==> src/rtl/pipe_method_dispatch.sv <==
// pipe_method_dispatch: decodes a method index from header bits [15:8] of each
// pipe message and routes the argument (payload[ARG_WIDTH-1:0]) into one of
// NUM_METHODS per-channel FIFOs. A one-entry staging register sits between the
// pipe and the FIFOs; a full target FIFO blocks the stage (head-of-line).
// Optional feature macro: PIPE_DISPATCH_ERRCNT_EN adds the saturating
// err_count output counting discarded bad-index messages.
module pipe_method_dispatch #(
  parameter int unsigned NUM_METHODS = 4,
  parameter int unsigned HDR_WIDTH   = 16,
  parameter int unsigned DATA_WIDTH  = 128,
  parameter int unsigned ARG_WIDTH   = 32,
  parameter int unsigned DEPTH       = 2
) (
  input  logic                             CLK,
  input  logic                             RST,
  input  logic                             pipe_enq__ENA,
  input  logic [HDR_WIDTH+DATA_WIDTH-1:0]  pipe_enq_v,
  output logic                             pipe_enq__RDY,
  output logic [NUM_METHODS-1:0]           method__ENA,
  output logic [NUM_METHODS*ARG_WIDTH-1:0] method_v,
  input  logic [NUM_METHODS-1:0]           method__RDY
`ifdef PIPE_DISPATCH_ERRCNT_EN
  ,
  output logic [15:0]                      err_count
`endif
);

  localparam int unsigned PtrW = (DEPTH > 1) ? $clog2(DEPTH) : 1;
  localparam int unsigned IdxW = 8;

  logic [IdxW-1:0]      in_idx;
  logic [ARG_WIDTH-1:0] in_arg;
  logic                 unused_bits;

  assign in_idx      = pipe_enq_v[DATA_WIDTH+15:DATA_WIDTH+8];
  assign in_arg      = pipe_enq_v[ARG_WIDTH-1:0];
  // Remaining header and payload bits are intentionally ignored.
  assign unused_bits = ^pipe_enq_v;

  logic                 stg_valid_q, stg_valid_d;
  logic [IdxW-1:0]      stg_idx_q, stg_idx_d;
  logic [ARG_WIDTH-1:0] stg_arg_q, stg_arg_d;

  logic [PtrW:0]        wptr_q [NUM_METHODS];
  logic [PtrW:0]        wptr_d [NUM_METHODS];
  logic [PtrW:0]        rptr_q [NUM_METHODS];
  logic [PtrW:0]        rptr_d [NUM_METHODS];
  logic [ARG_WIDTH-1:0] mem_q  [NUM_METHODS][DEPTH];
  logic [ARG_WIDTH-1:0] mem_d  [NUM_METHODS][DEPTH];

  logic [NUM_METHODS-1:0] empty, full, pop, push;
  logic                   stg_bad, stg_go;

  // FIFO status, pop strobes and head data presented to each method.
  always_comb begin
    for (int i = 0; i < NUM_METHODS; i++) begin
      empty[i] = (wptr_q[i] == rptr_q[i]);
      full[i]  = (wptr_q[i][PtrW] != rptr_q[i][PtrW]) &&
                 (wptr_q[i][PtrW-1:0] == rptr_q[i][PtrW-1:0]);
      pop[i]   = !empty[i] && method__RDY[i];
      method__ENA[i] = pop[i];
      method_v[i*ARG_WIDTH +: ARG_WIDTH] = empty[i] ? '0 : mem_q[i][rptr_q[i][PtrW-1:0]];
    end
  end

  // Dispatch decision: bad index drops immediately, good index needs FIFO room.
  always_comb begin
    stg_bad = stg_valid_q && ({1'b0, stg_idx_q} >= 9'(NUM_METHODS));
    for (int i = 0; i < NUM_METHODS; i++) begin
      push[i] = stg_valid_q && !stg_bad && (stg_idx_q == IdxW'(i)) && (!full[i] || pop[i]);
    end
    stg_go        = stg_bad || (|push);
    pipe_enq__RDY = !stg_valid_q || stg_go;
  end

  // Next state for staging register, pointers and FIFO storage.
  always_comb begin
    stg_valid_d = stg_valid_q;
    stg_idx_d   = stg_idx_q;
    stg_arg_d   = stg_arg_q;
    mem_d       = mem_q;
    if (pipe_enq__ENA) begin
      stg_valid_d = 1'b1;
      stg_idx_d   = in_idx;
      stg_arg_d   = in_arg;
    end else if (stg_go) begin
      stg_valid_d = 1'b0;
    end
    for (int i = 0; i < NUM_METHODS; i++) begin
      wptr_d[i] = wptr_q[i] + {{PtrW{1'b0}}, push[i]};
      rptr_d[i] = rptr_q[i] + {{PtrW{1'b0}}, pop[i]};
      if (push[i]) mem_d[i][wptr_q[i][PtrW-1:0]] = stg_arg_q;
    end
  end

  // Control state with asynchronous reset.
  always_ff @(posedge CLK or posedge RST) begin
    if (RST) begin
      stg_valid_q <= 1'b0;
      stg_idx_q   <= '0;
      stg_arg_q   <= '0;
      for (int i = 0; i < NUM_METHODS; i++) begin
        wptr_q[i] <= '0;
        rptr_q[i] <= '0;
      end
    end else begin
      stg_valid_q <= stg_valid_d;
      stg_idx_q   <= stg_idx_d;
      stg_arg_q   <= stg_arg_d;
      for (int i = 0; i < NUM_METHODS; i++) begin
        wptr_q[i] <= wptr_d[i];
        rptr_q[i] <= rptr_d[i];
      end
    end
  end

  // Storage needs no reset: head data is masked while a FIFO is empty.
  always_ff @(posedge CLK) begin
    mem_q <= mem_d;
  end

`ifdef PIPE_DISPATCH_ERRCNT_EN
  logic [15:0] err_q, err_d;

  // Saturating count of discarded bad-index messages.
  always_comb begin
    err_d = err_q;
    if (stg_bad && (err_q != 16'hFFFF)) err_d = err_q + 16'd1;
  end

  // Error counter register, cleared only by reset.
  always_ff @(posedge CLK or posedge RST) begin
    if (RST) err_q <= '0;
    else     err_q <= err_d;
  end

  assign err_count = err_q;
`endif

endmodule

==> config.mk <==
export PLATFORM = sky130hd
export DESIGN_NAME = pipe_method_dispatch
export DESIGN_NICKNAME = d
export VERILOG_FILES = /design/src/rtl/pipe_method_dispatch.sv
export SDC_FILE = /design/constraint.sdc
export NUM_CORES = 1
export LEC_CHECK = 0
export BUFFER_PORTS_ARGS = -buffer_cell sky130_fd_sc_hd__buf_2
export CORE_MARGIN = 2
export CORE_UTILIZATION = 40
export DETAILED_ROUTE_END_ITERATION = 7
export GPL_ROUTABILITY_DRIVEN = 0
export PLACE_DENSITY = 0.6
export SLEW_MARGIN = 30
export SYNTH_ARGS = -nofsm -noshare
export SYNTH_HDL_FRONTEND = slang
export SYNTH_SLANG_ARGS = --single-unit
==> constraint.sdc <==
create_clock -name CLK -period 3.06 [get_ports CLK]
set_clock_uncertainty 0.15 [all_clocks]
set_input_delay 0 -clock CLK [delete_from_list [all_inputs] [get_ports CLK]]
set_output_delay 0 -clock CLK [all_outputs]
set_load 0.02 [all_outputs]
==> results.toml <==
[die]
std_cell_rows = 63
die_x_um = 177
design.die.area_um2 = 31500
die-height_um = 177
core_region_area_um2 = 29600
starting_utilization_of_the_core_area = 0.406
design.portCount = 284

[route]
drc = 0
dr_total_vias = 6700
drtIter0Drc = 486
routed_wire_per_std_cell_um = 19.9
firstDrtPassIters = 4
detail_route.wirelength_um = 27500
final_antenna_net_count = 0
avgViaCountPerCell = 4.86

[synthesis]
synth_largest_area_cell = "sky130_fd_sc_hd__edfxtp_1"
post_synthesis_cell_area_um2 = 12000
mappedNetlistNets = 876
synth_cell_types = 26
yosysTopAreaCellShare = 0.639
ys_warn_count = 0
synth.area.top_cells = "sky130_fd_sc_hd__edfxtp_1 64%, sky130_fd_sc_hd__dfrtp_1 12%, sky130_fd_sc_hd__mux2i_1 11%"
synth.avg_cell_area_um2 = 16.9
yosysSeqAreaShare = 0.758
postSynthCellCount = 713
yosys_register_bits = 313

[timing]
final_min_period_over_clock_period = 0.838
timing_hold_violations_final = 0
finalSetupViolCount = 0
post-route-min-period_ns = 2.56
final_sum_of_negative_setup_slack_ns = 0
slew_violations = 0
max_slew_margin = 0.496
fmax_ghz = 0.390
rsz0062_at_grt = "false"
worst-slew-pin-transition_ns = 0.755

[clocking]
cts_tree = "yes"
cts-buffers-inserted = 34
htree_depth = 2
cts_resized = 0
clock_latency_ns = 0.50
cts_hold_buffers = 45
total_setup_buffers_inserted_after_cts = 0
cts.path.max_buffers = 3
cts-root-buf = "sky130_fd_sc_hd__clkbuf_16"
cts_sink_cnt = 313
clock_pin_slew_on_the_worst_setup_and_hold_paths_ns = 0.06

[layout]
finalNetCount = 1128
n_diodes = 0
syn_to_final_growth_pct = 25.9
final_common_cell = "sky130_fd_sc_hd__edfxtp_1"
final_cells = 1380
final_layout_size_suffix_gt1_frac = 0.318
most_frequent_cells_in_the_layout = "256 x sky130_fd_sc_hd__edfxtp_1, 179 x sky130_fd_sc_hd__buf_2, 131 x sky130_fd_sc_hd__nor2_1"
final.fill_count = 2553

[outcome]
status = "finished clean"

[critical_path]
critical_path_fanout_max = 17
start_kind = "register"
criticalPathCategory = "reg2out"
worst_setup_path_end_kind = "output pin"
critical_path_arrival_ns = 2.41
worstPathRequired_ns = 2.91

[global_routing]
initial_antenna_violation_count = 1
via_count_of_the_first_global_routing_pass = 6801
global_route_total_usage_across_every_layer = 0.176
grt_start_max_net_pins = 34
grt_overflow_total = 0
grt_pass1_wl_um = 40400

[placement]
number_of_cells_after_detailed_placement = 1274
port_buffers = 179
dpl.hpwl_um = 16900

[power]
power.ir.vdd_worst_uv = 493
power.density_cell_area_nw_per_um2 = 895
power.leakage_nw = 6.12

[min_path]
holdCritPathClass = "in2reg"

[job]
drv.max_cap_violation_count = 0
## critical path, cell delays in order (launching register included)
cell and delay (ns):
sky130_fd_sc_hd__dfrtp_1 0.41, sky130_fd_sc_hd__xnor2_1 0.28, sky130_fd_sc_hd__nor2b_4 0.58, sky130_fd_sc_hd__buf_4 0.35
sky130_fd_sc_hd__nor2_1 0.10, sky130_fd_sc_hd__buf_2 0.17
## path summary, 6_finish.rpt
check                           cells after the start                   endpoint                      from  slack (ns)
worst max-delay path                                5                method_v[0]       wptr_q[6]$_DFF_PP0_        0.50
worst min-delay path                                2   stg_arg_q[4]$_DFFE_PP0P_             pipe_enq__ENA        0.03
worst max register to register                      6       mem_q[197]$_DFFE_PP_  stg_idx_q[5]$_DFFE_PP0P_        0.59
worst min register to register                      1        rptr_q[3]$_DFF_PP0_       rptr_q[3]$_DFF_PP0_        0.33
max in group asynchronous                           4  stg_arg_q[12]$_DFFE_PP0P_                       RST        2.00
min in group asynchronous                           3    stg_valid_q$_DFFE_PP0P_                       RST        0.05
## report_power, final
part / total (W) / leakage (nW) / switching [W] / internal, W
Combinational: 0.00447 / 2.60 / 0.00296 / 0.00151
Clock: 0.00409 / 0.549 / 0.00160 / 0.00250
Sequential: 0.00498 / 2.97 / 0.000176 / 0.00481
## logic make-up after synthesis
group / synth area share
mux: 0.145
fa+ha+maj: 0.0125
xor+xnor: 0.0117
buf+inv: 0.0183
simple gates: 0.0522
flops: 0.758
compound gates: 0.00250
## cell usage after synthesis
master	instances
sky130_fd_sc_hd__a211o_1	1
sky130_fd_sc_hd__a21oi_1	2
sky130_fd_sc_hd__and4b_1	1
sky130_fd_sc_hd__buf_1	1
sky130_fd_sc_hd__buf_2	30
sky130_fd_sc_hd__buf_4	2
sky130_fd_sc_hd__clkbuf_1	2
sky130_fd_sc_hd__clkbuf_2	2
sky130_fd_sc_hd__dfrtp_1	57
sky130_fd_sc_hd__edfxtp_1	256
sky130_fd_sc_hd__ha_1	12
sky130_fd_sc_hd__inv_1	9
sky130_fd_sc_hd__mux2_2	41
sky130_fd_sc_hd__mux2i_1	128
sky130_fd_sc_hd__nand2_1	3
sky130_fd_sc_hd__nand3_1	1
sky130_fd_sc_hd__nand4b_1	2
sky130_fd_sc_hd__nor2_1	132
sky130_fd_sc_hd__nor2b_1	7
sky130_fd_sc_hd__nor3_1	3
sky130_fd_sc_hd__nor3b_1	2
sky130_fd_sc_hd__nor4_1	1
sky130_fd_sc_hd__nor4b_1	1
sky130_fd_sc_hd__o2111a_1	1
sky130_fd_sc_hd__xnor2_1	3
sky130_fd_sc_hd__xor2_1	13
## metal layers
metal,wire [µm],vias up,GRT usage,part of all wire
li1,-,3108,-,-
met1,11900,3318,0.235,0.43
met2,13300,229,0.297,0.49
met3,1740,43,0.0319,0.063
met4,536,2,0.0458,0.019
met5,13,-,0,0.00047
## metrics by stage
| stage | total power, W | hold WS (ns) | area (µm²) | utilization | setup WS (ns) |
|---|---|---|---|---|---|
| 2_1_floorplan | 0.00796 | 0.00160 | 12000 | - | 0.339 |
| 3_3_place_gp | 0.00955 | 0.0304 | 13600 | 0.458 | 0.608 |
| 3_5_place_dp | 0.00959 | 0.0389 | 13600 | 0.458 | 0.585 |
| 4_1_cts | 0.0137 | 0.0289 | 15100 | 0.511 | 0.412 |
| 5_1_grt | 0.0142 | 0.0490 | 15100 | 0.511 | 0.272 |
| 6_report | 0.0136 | 0.0309 | 15100 | 0.511 | 0.497 |
## area by class of cell
type                            count  area, µm²  area share
Clock buffer                       49        988      0.0653
Clock inverter                     12        136     0.00900
Inverter                            9       33.8     0.00223
Multi-Input combinational cell    354       2740       0.181
Sequential cell                   313       9120       0.602
Tap cell                          390        488      0.0322
Timing Repair Buffer              253       1640       0.108
## flip-flops by register name (all words and copies together) (netlist names)
signal       count
stg_valid_q      1
stg_idx_q        8
rptr_q           8
wptr_q           8
stg_arg_q       32
mem_q          256
Note: power is estimated with default switching activity, not from simulation.
